$ cat config.mk
export PLATFORM = sky130hd
export DESIGN_NAME = bitty_exec_unit
export DESIGN_NICKNAME = d
export VERILOG_FILES = /design/src/rtl/bitty_exec_unit.sv
export SDC_FILE = /design/constraint.sdc
export NUM_CORES = 1
export LEC_CHECK = 0
export ABC_AREA = 1
export ABC_CLOCK_PERIOD_IN_PS = 9000
export CORE_MARGIN = 8
export CORE_UTILIZATION = 35
export CTS_CLUSTER_DIAMETER = 60
export DETAILED_ROUTE_END_ITERATION = 10
export HOLD_SLACK_MARGIN = 0.1
export SYNTH_ARGS = -nofsm -noshare
export SYNTH_HDL_FRONTEND = slang
export SYNTH_SLANG_ARGS = --single-unit
$ cat constraint.sdc
create_clock -name clk -period 9 [get_ports clk]
set_input_delay 1.8 -clock clk [delete_from_list [all_inputs] [get_ports clk]]
set_output_delay 1.8 -clock clk [all_outputs]
set_load 0.03 [all_outputs]
$ cat src/rtl/bitty_exec_unit.sv
// ----------------------------------------------------------------------------
// bitty_exec_unit
//
// Multi-cycle execution unit: one instruction at a time walks
// IDLE -> LOAD -> CALC -> STORE -> DONE -> IDLE.  Operands are read from a
// small register file in LOAD, the ALU result is registered into d_out in
// CALC, written back in STORE and reported by a one-cycle done pulse.
//
// Instruction word (IW = 2*RW+10 bits):
//   rx  = instr[IW-1 -: RW]     destination / operand A register
//   ry  = next RW bits          operand B register (fmt 00)
//   imm = instr[IW-RW-1:5]      zero-extended immediate (fmt 01), overlaps ry
//   sel = instr[4:2]            ALU operation
//   fmt = instr[1:0]            00 reg, 01 imm, 10/11 illegal
//
// Handshake: an instruction is taken on a rising edge where
// instr_valid && instr_ready; instr_ready is high only in IDLE, so nothing
// else is accepted until the current instruction has finished.
//
// Ports:
//   clk, reset     clock (rising edge), asynchronous active-high reset
//   instr          instruction word
//   instr_valid    instruction present
//   instr_ready    unit is idle and can accept
//   stall          freezes the unit while in LOAD or CALC
//   done           one-cycle completion pulse
//   err            one-cycle illegal-format pulse, coincident with done
//   d_out          last ALU result
//   dbg_addr       register-file debug read index
//   dbg_data       combinational R[dbg_addr]
//   retired        saturating count of written-back instructions
//   dbg_state      current FSM state, for observation
// ----------------------------------------------------------------------------
module bitty_exec_unit #(
    parameter int DATA_W = 16,
    parameter int NREGS  = 8,
    localparam int RW    = $clog2(NREGS),
    localparam int IW    = 2*RW + 10
) (
    input  logic              clk,
    input  logic              reset,
    input  logic [IW-1:0]     instr,
    input  logic              instr_valid,
    output logic              instr_ready,
    input  logic              stall,
    output logic              done,
    output logic              err,
    output logic [DATA_W-1:0] d_out,
    input  logic [RW-1:0]     dbg_addr,
    output logic [DATA_W-1:0] dbg_data,
    output logic [15:0]       retired,
    output logic [2:0]        dbg_state
);

    localparam int SHW   = $clog2(DATA_W);
    localparam int IMM_W = IW - RW - 5;

    typedef enum logic [2:0] {
        S_IDLE  = 3'd0,
        S_LOAD  = 3'd1,
        S_CALC  = 3'd2,
        S_STORE = 3'd3,
        S_DONE  = 3'd4
    } state_t;

    state_t              state_q, state_d;
    logic [IW-1:0]       instr_q, instr_d;
    logic [DATA_W-1:0]   a_q, a_d;
    logic [DATA_W-1:0]   b_q, b_d;
    logic [DATA_W-1:0]   d_out_q, d_out_d;
    logic [15:0]         retired_q, retired_d;
    logic [DATA_W-1:0]   regs_q [NREGS];
    logic [DATA_W-1:0]   regs_d [NREGS];

    // Field decode of the latched instruction.
    logic [RW-1:0]       rx;
    logic [RW-1:0]       ry;
    logic [IMM_W-1:0]    imm;
    logic [2:0]          sel;
    logic [1:0]          fmt;
    logic                fmt_illegal;
    logic [DATA_W-1:0]   alu_res;

    assign rx          = instr_q[IW-1 -: RW];
    assign ry          = instr_q[IW-RW-1 -: RW];
    assign imm         = instr_q[IW-RW-1:5];
    assign sel         = instr_q[4:2];
    assign fmt         = instr_q[1:0];
    assign fmt_illegal = fmt[1];

    // ALU on the operands captured in LOAD.
    always_comb begin
        alu_res = '0;
        case (sel)
            3'd0: alu_res = a_q + b_q;
            3'd1: alu_res = a_q - b_q;
            3'd2: alu_res = a_q & b_q;
            3'd3: alu_res = a_q | b_q;
            3'd4: alu_res = a_q ^ b_q;
            3'd5: alu_res = a_q << b_q[SHW-1:0];
            3'd6: alu_res = a_q >> b_q[SHW-1:0];
            default: begin
                if (a_q == b_q)     alu_res = '0;
                else if (a_q > b_q) alu_res = DATA_W'(1);
                else                alu_res = DATA_W'(2);
            end
        endcase
    end

    // Next-state and datapath updates.
    always_comb begin
        state_d   = state_q;
        instr_d   = instr_q;
        a_d       = a_q;
        b_d       = b_q;
        d_out_d   = d_out_q;
        retired_d = retired_q;
        regs_d    = regs_q;

        case (state_q)
            S_IDLE: begin
                if (instr_valid) begin
                    instr_d = instr;
                    state_d = S_LOAD;
                end
            end
            S_LOAD: begin
                if (!stall) begin
                    a_d     = regs_q[rx];
                    b_d     = (fmt == 2'b01) ? DATA_W'(imm) : regs_q[ry];
                    state_d = S_CALC;
                end
            end
            S_CALC: begin
                if (!stall) begin
                    // Illegal formats still pass through CALC but report zero.
                    d_out_d = fmt_illegal ? '0 : alu_res;
                    state_d = S_STORE;
                end
            end
            S_STORE: begin
                if (!fmt_illegal) begin
                    regs_d[rx] = d_out_q;
                    if (retired_q != 16'hFFFF) retired_d = retired_q + 16'd1;
                end
                state_d = S_DONE;
            end
            S_DONE: begin
                state_d = S_IDLE;
            end
            default: begin
                state_d = S_IDLE;
            end
        endcase
    end

    always_ff @(posedge clk or posedge reset) begin
        if (reset) begin
            state_q   <= S_IDLE;
            instr_q   <= '0;
            a_q       <= '0;
            b_q       <= '0;
            d_out_q   <= '0;
            retired_q <= '0;
            for (int i = 0; i < NREGS; i++) regs_q[i] <= '0;
        end else begin
            state_q   <= state_d;
            instr_q   <= instr_d;
            a_q       <= a_d;
            b_q       <= b_d;
            d_out_q   <= d_out_d;
            retired_q <= retired_d;
            for (int i = 0; i < NREGS; i++) regs_q[i] <= regs_d[i];
        end
    end

    assign instr_ready = (state_q == S_IDLE);
    assign done        = (state_q == S_DONE);
    assign err         = (state_q == S_DONE) && fmt_illegal;
    assign d_out       = d_out_q;
    assign dbg_data    = regs_q[dbg_addr];
    assign retired     = retired_q;
    assign dbg_state   = state_q;

endmodule

* After elaboration in Yosys (flattened, before gate mapping)
Index checks and enable logic that the tools add are counted.
** Word-level totals
- Register bits :: 211
- Input port bits :: 23
- Output and inout port bits :: 54
** Cells by class
- $add $sub $neg :: 3
- $lt $le $gt $ge :: 5
- Equality and inequality tests :: 16
- Shift operators :: 2
- Mux-type cells :: 21
- Bitwise logic cells :: 8
- Reduce and logical (&&, ||, !) cells :: 10
** Operators by type and width (number)
- binary-select mux 16 bit (select 3 bit) :: 3
- two-way mux 16 bit :: 9
- bitwise mux 128 bit :: 1
- case mux 16 bit (7 select lines) :: 1
- demux 16 bit (select 3 bit) :: 1
- adder 16 x 1 -> 16 bit (second input constant) :: 1
- adder 16 bit :: 1
- bitwise AND 16 bit :: 1
- equality test 16 bit :: 1
- greater-than comparator 16 bit :: 1
- != test 16 bit (second input constant) :: 1
- OR 16 bit :: 1
- << shifter 16 x 4 -> 16 bit :: 1
- >> shifter 16 x 4 -> 16 bit :: 1
- subtractor 16 bit :: 1
- bitwise XOR 16 bit :: 1
- equality test 3 x 2 -> 1 bit (second input constant) :: 4
- equality test 3 bit (second input constant) :: 4
- greater-or-equal comparator 4 bit (second input constant) :: 3
- inverter 3 -> 4 bit :: 3
- case mux 3 bit (4 select lines) :: 1
- two-way mux 3 bit :: 3
- AND reduction 2 bit :: 4
- equality test 3 x 1 -> 1 bit (second input constant) :: 2
- 8 further kinds :: 15

* Logic depth before layout (Yosys ltp)
Gate-level depths: netlist of run 1.
- Word-level depth :: 6
- Mapped depth :: 16

* Least setup slack after synthesis of run 1
No wires, ideal clock.
- Path type :: input -> output
- Start point :: input port dbg_addr[1]
- End point :: output port dbg_data[13]
- Arrival :: 3.100 ns
- Data required time :: 7.200 ns
- Slack :: 4.100 ns
- Cell stages on the path :: 6
- Buffers on the path :: 2
- Cells stage by stage :: clkbuf_1 -> clkbuf_1 -> o21ai_0 -> o21ai_0 -> a21oi_1 -> a31oi_1
** Between the ends
- Cells in the longest elaborated chain, start to end :: 4
** Ends and longest elaborated chain
- start, declared :: RTL line 49 : input logic [RW-1:0] dbg_addr,
- inverter 3 -> 4 bit (implied by the code) :: RTL line 181 : assign dbg_data = regs_q[dbg_addr];
- binary-select mux 16 bit (select 3 bit) :: RTL line 181
- two-way mux 16 bit (implied by the code) (2 in series) :: RTL line 181
- end, declared :: RTL line 50 : output logic [DATA_W-1:0] dbg_data,
No other way between the ends. The select of a mux whose other input is x is not followed.

* Worst setup path after layout of run 1
- Start point :: input port dbg_addr[1]
- End point :: output port dbg_data[1]
The elaborated chain is that of the path after synthesis.

==> results of run 1 <==
sequential cells by signal, indices dropped and copies added, names as in the netlist:
register / cells
a_q: 16
dbg_state: 3
instr_q: 16
b_q: 16
regs_q: 128
retired: 16
d_out: 16
routing by layer:
| metal | GRT usage [%] | vias up | share of wire [%] |
|---|---|---|---|
| li1 | - | 7431 | - |
| met1 | 31.1 | 7400 | 45 |
| met2 | 34.6 | 730 | 44 |
| met3 | 3.82 | 122 | 7.9 |
| met4 | 6.56 | 0 | 2.9 |
| met5 | 0 | - | 0 |
worst min path at each step:
stage / startpoint / slack [ps] / endpoint
6_report: regs_q[100] / 490 / regs_q[100]
5_1_grt: regs_q[97] / 520 / regs_q[97]
4_1_cts: regs_q[107] / 490 / regs_q[107]
3_5_place_dp: regs_q[107] / 480 / regs_q[107]
3_3_place_gp: regs_q[100] / 470 / regs_q[100]
2_1_floorplan: regs_q[100] / 450 / regs_q[100]
cells by family after synthesis:
logic type | count (synthesis)
AOI/OAI and AO/OA | 561
muxes | 7
DFF | 211
buffers and inverters | 345
and+or+nand+nor | 1034
adders and majority gates | 56
xor gates and xnor gates | 13
synth_stat cells (2+ instances only):
| master | count |
|---|---|
| a211oi_1 | 12 |
| a21boi_0 | 2 |
| a21oi_1 | 118 |
| a221oi_1 | 18 |
| a22o_1 | 3 |
| a22oi_1 | 3 |
| a31oi_1 | 19 |
| and2_1 | 11 |
| buf_1 | 6 |
| buf_2 | 30 |
| buf_4 | 3 |
| clkbuf_1 | 83 |
| clkinv_1 | 4 |
| dfrtp_1 | 211 |
| fa_1 | 2 |
| ha_1 | 54 |
| inv_1 | 215 |
| inv_2 | 3 |
| mux2_2 | 6 |
| nand2_1 | 589 |
| nand3_1 | 202 |
| nand3b_1 | 2 |
| nand4_1 | 15 |
| nor2_1 | 173 |
| nor2_2 | 2 |
| nor2_4 | 2 |
| nor3_1 | 22 |
| nor3_2 | 3 |
| nor4_1 | 6 |
| o211ai_1 | 22 |
| o21a_1 | 3 |
| o21ai_0 | 320 |
| o21ai_1 | 13 |
| o21bai_1 | 3 |
| o22ai_1 | 19 |
| o311ai_0 | 2 |
| o31ai_1 | 2 |
| or2_2 | 4 |
| xnor2_1 | 3 |
| xor2_1 | 10 |
layout make-up:
class | count | area, sq um | share of cell area, %
clock buffers | 35 | 788 | 4.60
clock inverters | 19 | 277 | 1.61
inverters | 222 | 841 | 4.90
multi-input cells | 1671 | 8320 | 48.5
flip-flops and latches | 211 | 5280 | 30.8
well taps | 539 | 674 | 3.93
repair buffers | 104 | 966 | 5.63
through the flow:
step / util (%) / instances / setup slack [ps] / power [mW] / cell area, sq um
3_5_place_dp: 38.2 / 2747 / 2540 / 4.44 / 16100
2_1_floorplan: - / 2227 / 1430 / 3.41 / 14900
4_1_cts: 40.8 / 2801 / 2530 / 5.74 / 17100
5_1_grt: 40.8 / 2801 / 2330 / 6.15 / 17100
3_3_place_gp: 38.2 / 2747 / 2560 / 4.41 / 16100
6_report: 40.8 / 2801 / 2500 / 5.77 / 17100
power groups by stage:
stage	Clock [mW]	Sequential (mW)	Combinational, mW
2_1_floorplan	0	1.43	1.98
3_3_place_gp	0	1.51	2.90
3_5_place_dp	0	1.51	2.93
4_1_cts	1.30	1.49	2.94
5_1_grt	1.34	1.53	3.29
6_report	1.27	1.50	2.99
worst reg2reg max path, delay by kind of cell, from the launching register on:
kind,cells,cell delay [ps]
buffers and inverters,1,780
AND/OR/NAND/NOR,11,1490
flip-flops,1,890
==> out/metrics.csv, run 1 <==
stage;metric;value;unit
clock_network;numClockSinks;211;
finish;syn2layout_area_growth;14.9;%
sta;tightest_slew;1310;ps
clock_network;cts_buffer_depth;3;
worst_hold_path;worstHoldPathType;register to register;
status;status;finished clean;
detailed_routing;drtPass1Iterations;9;
flow_run;maxCapViolations;0;
critical_path;path_max_fanout;35;
finish;final_net_count;2318;
synthesis;synth_top_area_share;35.4;%
clock_network;cts_tree;built;
placement;gp_congestion;0.945;
synthesis;synth-seq-cells;211;
sta;relSlewSlack;12.5;%
floorplanning;start_util;35.5;%
critical_path;worstPathRequired;7200;ps
synthesis;postSynthAreaPerCell;6.70;sq um
pwr;peakVddDrop;200;uV
critical_path;crit_path_start;dbg_addr[1];
pwr;p_leak;7.66;nW
synthesis;synthTopCellsByArea;dfrtp_1 35%, nand2_1 15%, o21ai_0 11%;
finish;layout_common_cells;589 x nand2_1, 320 x o21ai_0, 214 x inv_1, 209 x dfrtp_1, 201 x nand3_1;
grt;grt_pass1_wl;87.7;mm
clock_network;clockRootBuffer;clkbuf_16;
placement;numPortBuffers;76;
synthesis;synth_top_family_by_area;simple AND/OR/NAND/NOR gates;
worst_hold_path;hold_depth;2;
critical_path;r2r_cells;12;
floorplanning;die_h;222;microns
pwr;p_int;2.83;mW
floorplanning;core_area;42000;sq um
finish;antenna_cells;0;
sta;clock.fmax;0.154;GHz
synthesis;synth_fa_ha_area_share;4.80;%
pwr;power_switching;2.94;mW
detailed_routing;wirelength;56.7;mm
synthesis;yosysSeqAreaShare;35.4;%
clock_network;path_clk_slew;60;ps
grt;grt_usage;22.2;%
synthesis;yosysUniqueCellTypes;47;
clock_network;post-cts-setup-buffer-count;0;
floorplanning;dieArea;49500;sq um
synthesis;synthSimpleGateAreaFrac;29.0;%
critical_path;crit_path_top_delay_cell;clkdlybuf4s50_1;
grt;antenna_found_initial;0;
placement;dp_hpwl;39.6;mm
sta;setup_viol;0;
critical_path;worstSetupEndpointType;output pin;
synthesis;synthArstFlopShare;100;%
critical_path;r2r_start;b_q[0];
grt;grt_max_degree;106;
finish;nFillCells;4468;
critical_path;cp_num_buf_inv;4;
critical_path;criticalPathCategory;input port to output pin;
floorplanning;boundaryPins;77;
floorplanning;die_w;222;microns
critical_path;slowest_delay;750;ps
sta;hold_slack;488;ps
synthesis;synthMuxAreaShare;0.520;%
clock_network;ctsHtreeMaxLevel;1;
synthesis;yosys.area.top_type;dfrtp_1;
detailed_routing;via_count;15683;
critical_path;r2r-end;d_out[9];
floorplanning;rows;75;
clock_network;numCtsBuffers;29;
detailed_routing;final_antenna_net_count;0;
critical_path;arrival;4700;ps
synthesis;synth_edf_count;0;
detailed_routing;wl_per_cell;20.3;microns
synthesis;syn_nets;2306;
critical_path;cp-start-kind;input port;
synthesis;synth_compound_area_share;20.6;%
pwr;comb_power_share;51.9;%
synthesis;synthesis.instances;2227;
clock_network;holdBufCountCts;0;
synthesis;syn_area;14900;sq um
critical_path;crit_path_cell_trace;clkdlybuf4s50_1 > buf_4 > inv_1 > nor2_1 > o21ai_0 > a31oi_1 > clkdlybuf4s50_1;
pwr;clkPwrFrac;22.0;%
critical_path;crit_end;dbg_data[1];
pwr;seqPwrFrac;26.1;%
clock_network;clkLatencyLatePin;590;ps
sta;post-route-period-util;72.2;%
sta;fin_setup_tns;0;ps
detailed_routing;drc;0;
sta;min_period;6500;ps
detailed_routing;drt_iter0_markers;1859;
critical_path;crit_top_cell;clkdlybuf4s50_1;
finish;drive_above_1_share;4.91;%
synthesis;synth-xor-area-share;0.763;%
critical_path;cp.depth;7;
sta;hold_violations;0;
critical_path;rrSetupSlack;5730;ps
finish;layout_commonest_cell;nand2_1;
critical_path;critical-path-top-delay-family;buffers and inverters;
sta;skew;18.7;ps
grt;grt_pass1_vias;14614;
sta;drv_slew;0;
pwr;swShare;51.0;%
sta;rsz0062_at_grt;no;
detailed_routing;viasPerCell;5.60;
grt;grt_overflow;0;
clock_network;ctsResizeCount;0;
synthesis;synth-main-ff-cell;dfrtp_1;
pwr;power_density;337;nW/um^2
synthesis;yosysWarnings;0;
Note: power is estimated with default switching activity, not from simulation.
==> inputs of run 2 (changes only) <==
--- a/config.mk
+++ b/config.mk
@@ -6,7 +6,7 @@
 export NUM_CORES = 1
 export LEC_CHECK = 0
 export ABC_AREA = 1
-export ABC_CLOCK_PERIOD_IN_PS = 9000
+export ABC_CLOCK_PERIOD_IN_PS = 5600
 export CORE_MARGIN = 8
 export CORE_UTILIZATION = 35
 export CTS_CLUSTER_DIAMETER = 60
==> constraint.sdc (replaced) <==
create_clock -name clk -period 5.6 [get_ports clk]
set_input_delay 1.12 -clock clk [delete_from_list [all_inputs] [get_ports clk]]
set_output_delay 1.12 -clock clk [all_outputs]
set_load 0.03 [all_outputs]
==> out/metrics.csv, run 2 (synthesis results as in run 1) <==
stage;metric;value;unit
sta;drv_slew;0;
placement;dp_hpwl;39.3;mm
finish;layout_common_cells;589 x nand2_1, 320 x o21ai_0, 214 x inv_1, 209 x dfrtp_1, 197 x nand3_1;
sta;fin_setup_tns;0;ps
floorplanning;rows;75;
clock_network;numClockSinks;211;
critical_path;arrival;3460;ps
clock_network;clkLatencyLatePin;580;ps
pwr;power_density;530;nW/um^2
critical_path;worstSetupEndpointType;output pin;
detailed_routing;drc;0;
finish;syn2layout_area_growth;15.4;%
grt;grt_overflow;0;
pwr;peakVddDrop;362;uV
clock_network;path_clk_slew;60;ps
status;status;finished clean;
detailed_routing;viasPerCell;5.64;
worst_hold_path;worstHoldPathType;register to register;
pwr;comb_power_share;52.7;%
pwr;power_switching;4.66;mW
finish;final_net_count;2319;
floorplanning;boundaryPins;77;
placement;numPortBuffers;76;
sta;skew;14.0;ps
sta;min_period;4580;ps
critical_path;crit_path_start;dbg_addr[1];
sta;hold_violations;0;
floorplanning;die_w;222;microns
clock_network;clockRootBuffer;clkbuf_16;
detailed_routing;drtPass1Iterations;7;
clock_network;cts_buffer_depth;3;
floorplanning;start_util;35.5;%
sta;relSlewSlack;35.6;%
grt;antenna_found_initial;0;
placement;gp_congestion;0.958;
clock_network;post-cts-setup-buffer-count;0;
pwr;p_int;4.45;mW
finish;drive_above_1_share;5.62;%
clock_network;numCtsBuffers;27;
floorplanning;core_area;42000;sq um
detailed_routing;via_count;15784;
detailed_routing;wl_per_cell;20.0;microns
sta;clock.fmax;0.218;GHz
detailed_routing;wirelength;56.0;mm
sta;tightest_slew;966;ps
clock_network;ctsResizeCount;0;
sta;fin_ws;1020;ps
flow_run;maxCapViolations;0;
grt;grt_max_degree;159;
pwr;seqPwrFrac;26.8;%
critical_path;cp-start-kind;input port;
critical_path;worstPathRequired;4480;ps
finish;nFillCells;4422;
detailed_routing;final_antenna_net_count;0;
sta;setup_viol;0;
floorplanning;die_h;222;microns
grt;grt_pass1_wl;87.1;mm
critical_path;r2r_start;b_q[0];
grt;grt_usage;21.9;%
finish;layout_commonest_cell;nand2_1;
finish;antenna_cells;0;
clock_network;ctsHtreeMaxLevel;1;
finish;top_register;regs_q;
clock_network;holdBufCountCts;0;
floorplanning;dieArea;49500;sq um
worst_hold_path;min_from;regs_q[107];
critical_path;criticalPathCategory;input port to output pin;
detailed_routing;drt_iter0_markers;2123;
critical_path;path_max_fanout;20;
sta;post-route-period-util;81.8;%
grt;grt_pass1_vias;14573;
clock_network;cts_tree;built;
pwr;clkPwrFrac;20.4;%
placement;place_ws;1040;ps
sta;rsz0062_at_grt;no;
pwr;p_leak;7.71;nW
finish;largest_register_ffs;128;
pwr;swShare;51.2;%
[run 2: critical path: stages]
cell and delay (ps):
clkdlybuf4s50_1 730, inv_1 180, buf_4 280, a21oi_1 90, a31oi_1 300, clkdlybuf4s50_1 740
[run 2: routing by layer]
metal / up-vias / part of all wire, % / GRT usage (%)
met5: - / 0 / 0
met4: 0 / 2.9 / 6.33
met3: 121 / 8.7 / 4.49
met2: 739 / 45 / 34.6
met1: 7501 / 44 / 29.9
li1: 7423 / - / -
[run 2: final timing paths]
path / to / slack [ps] / depth (start not counted)
max in group asynchronous: regs_q[105] / 3340 / 3
max: dbg_data[15] / 1020 / 6
min reg2reg: regs_q[107] / 490 / 2
min: regs_q[107] / 490 / 2
max reg2reg: d_out[8] / 2280 / 10
min in group asynchronous: retired[0] / 940 / 2
[run 2: stage by stage]
step | hold slack (ps) | area, sq um | util (%) | cells | power, mW
final | 490 | 17200 | 40.9 | 2799 | 9.12
after global routing | 507 | 17200 | 40.9 | 2799 | 9.77
after CTS | 491 | 17200 | 40.9 | 2799 | 9.06
after detailed placement | 476 | 16300 | 38.7 | 2750 | 7.16
after global placement | 470 | 16300 | 38.7 | 2750 | 7.10
after floorplan | 453 | 14900 | - | 2227 | 5.48
[run 2: power groups by stage]
stage	Combinational, mW	Clock [mW]	Sequential (mW)
after global placement	4.66	0	2.45
after global routing	5.32	1.97	2.49
after detailed placement	4.71	0	2.45
after floorplan	3.18	0	2.30
after CTS	4.73	1.90	2.43
final	4.81	1.86	2.45
[run 2: area by class of cell]
cell class              instances  area, sq um  share of cell area, %
clock inverters                13          178                   1.03
well taps                     539          674                   3.92
flip-flops and latches        211         5280                   30.7
repair buffers                107         1130                   6.56
clock buffers                  36          779                   4.53
multi-input cells            1671         8340                   48.4
inverters                     222          837                   4.86
==> inputs of run 3 (changes only) <==
--- a/config.mk
+++ b/config.mk
@@ -6,7 +6,7 @@
 export NUM_CORES = 1
 export LEC_CHECK = 0
 export ABC_AREA = 1
-export ABC_CLOCK_PERIOD_IN_PS = 5600
+export ABC_CLOCK_PERIOD_IN_PS = 4500
 export CORE_MARGIN = 8
 export CORE_UTILIZATION = 35
 export CTS_CLUSTER_DIAMETER = 60
==> constraint.sdc (replaced) <==
create_clock -name clk -period 4.5 [get_ports clk]
set_input_delay 0.9 -clock clk [delete_from_list [all_inputs] [get_ports clk]]
set_output_delay 0.9 -clock clk [all_outputs]
set_load 0.03 [all_outputs]
==> out/metrics.csv, run 3 (synthesis results as in run 1) <==
stage;metric;value;unit
critical_path;crit_path_top_delay_cell;clkdlybuf4s50_1;
sta;fin_ws;812;ps
floorplanning;die_h;222;microns
detailed_routing;viasPerCell;5.61;
grt;antenna_found_initial;0;
finish;largest_register_ffs;128;
finish;antenna_cells;0;
placement;gp_congestion;0.952;
grt;grt_usage;22.2;%
grt;grt_pass1_wl;88.1;mm
sta;setup_viol;0;
detailed_routing;drt_iter0_markers;1883;
placement;dp_hpwl;40.6;mm
critical_path;slowest_delay;470;ps
clock_network;numCtsBuffers;28;
floorplanning;core_area;42000;sq um
critical_path;worstPathRequired;3600;ps
placement;place_ws;901;ps
clock_network;cts_buffer_depth;3;
finish;layout_common_cells;589 x nand2_1, 320 x o21ai_0, 214 x inv_1, 209 x dfrtp_1, 200 x nand3_1;
sta;skew;25.4;ps
clock_network;ctsHtreeMaxLevel;1;
sta;hold_violations;0;
critical_path;r2r_cells;11;
clock_network;cts_tree;built;
clock_network;path_clk_slew;60;ps
floorplanning;rows;75;
flow_run;maxCapViolations;0;
status;status;finished clean;
clock_network;numClockSinks;211;
grt;grt_pass1_vias;14953;
worst_hold_path;hold_depth;2;
critical_path;r2r-end;d_out[4];
clock_network;holdBufCountCts;0;
clock_network;clockRootBuffer;clkbuf_16;
floorplanning;boundaryPins;77;
floorplanning;die_w;222;microns
finish;final_net_count;2327;
sta;hold_slack;495;ps
sta;tightest_slew;1140;ps
pwr;power_density;657;nW/um^2
critical_path;worstSetupEndpointType;output pin;
detailed_routing;wl_per_cell;20.2;microns
finish;layout_commonest_cell;nand2_1;
detailed_routing;wirelength;56.6;mm
floorplanning;start_util;35.5;%
worst_hold_path;worstHoldPathType;register to register;
pwr;p_leak;7.75;nW
sta;clock.fmax;0.271;GHz
floorplanning;dieArea;49500;sq um
pwr;power;11.4;mW
clock_network;post-cts-setup-buffer-count;0;
sta;relSlewSlack;23.7;%
finish;syn2layout_area_growth;15.9;%
sta;min_period;3690;ps
worst_hold_path;hold_path_end;regs_q[107];
critical_path;arrival;2790;ps
critical_path;crit_top_cell;o21ai_0;
pwr;peakVddDrop;401;uV
critical_path;rrSetupSlack;1480;ps
critical_path;path_max_fanout;34;
grt;grt_overflow;0;
detailed_routing;drtPass1Iterations;6;
clock_network;ctsResizeCount;0;
detailed_routing;final_antenna_net_count;0;
critical_path;crit_path_cell_trace;clkdlybuf4s50_1 > buf_4 > o21ai_0 > o21ai_0 > a21oi_1 > a31oi_1 > buf_12;
finish;drive_above_1_share;5.82;%
critical_path;r2r_start;b_q[0];
critical_path;cp-start-kind;input port;
sta;fin_setup_tns;0;ps
detailed_routing;drc;0;
sta;drv_slew;0;
detailed_routing;via_count;15739;
sta;post-route-period-util;82.0;%
sta;rsz0062_at_grt;no;
critical_path;criticalPathCategory;input port to output pin;
finish;top_register;regs_q;
worst_hold_path;min_from;regs_q[107];
placement;numPortBuffers;76;
grt;grt_max_degree;97;
clock_network;clkLatencyLatePin;580;ps
==> run 3: layout make-up <==
cell class,count,area (sq um)
fillers,4435,24700
repair buffers,114,1210
flip-flops and latches,211,5280
clock inverters,12,169
well taps,539,674
clock buffers,39,802
multi-input cells,1671,8320
inverters,222,837
==> run 3: power by group <==
group	total, mW	internal [mW]	switching (mW)
Combinational	5.92	1.82	4.10
Sequential	3.11	2.34	0.776
Clock	2.33	1.42	0.911
Total	11.4	5.58	5.79
==> run 3: worst max-delay path, delay by kind of cell <==
kind | cells | cell delay [ps]
AOI/OAI and AO/OA | 4 | 860
buffers and inverters | 3 | 1020
==> run 3: worst max path at each step <==
stage                      from     endpoint
finish              dbg_addr[1]  dbg_data[1]
floorplan                 reset       a_q[0]
global route        dbg_addr[1]  dbg_data[4]
detailed placement  dbg_addr[1]  dbg_data[8]
global placement    dbg_addr[1]  dbg_data[1]
CTS                 dbg_addr[1]  dbg_data[8]
==> run 3: per-stage QoR <==
| stage | instances | cell area [sq um] | util (%) |
|---|---|---|---|
| after global placement | 2757 | 16300 | 38.8 |
| after detailed placement | 2757 | 16300 | 38.8 |
| after floorplan | 2227 | 14900 | - |
| final | 2808 | 17300 | 41.1 |
| after global routing | 2808 | 17300 | 41.1 |
| after CTS | 2808 | 17300 | 41.1 |
==> run 3: routing by layer <==
layer	share of wire, %	global-route usage, %
met1	44	30.1
met2	44	35.2
met3	8.3	4.04
met4	3.3	7.37
met5	0	0
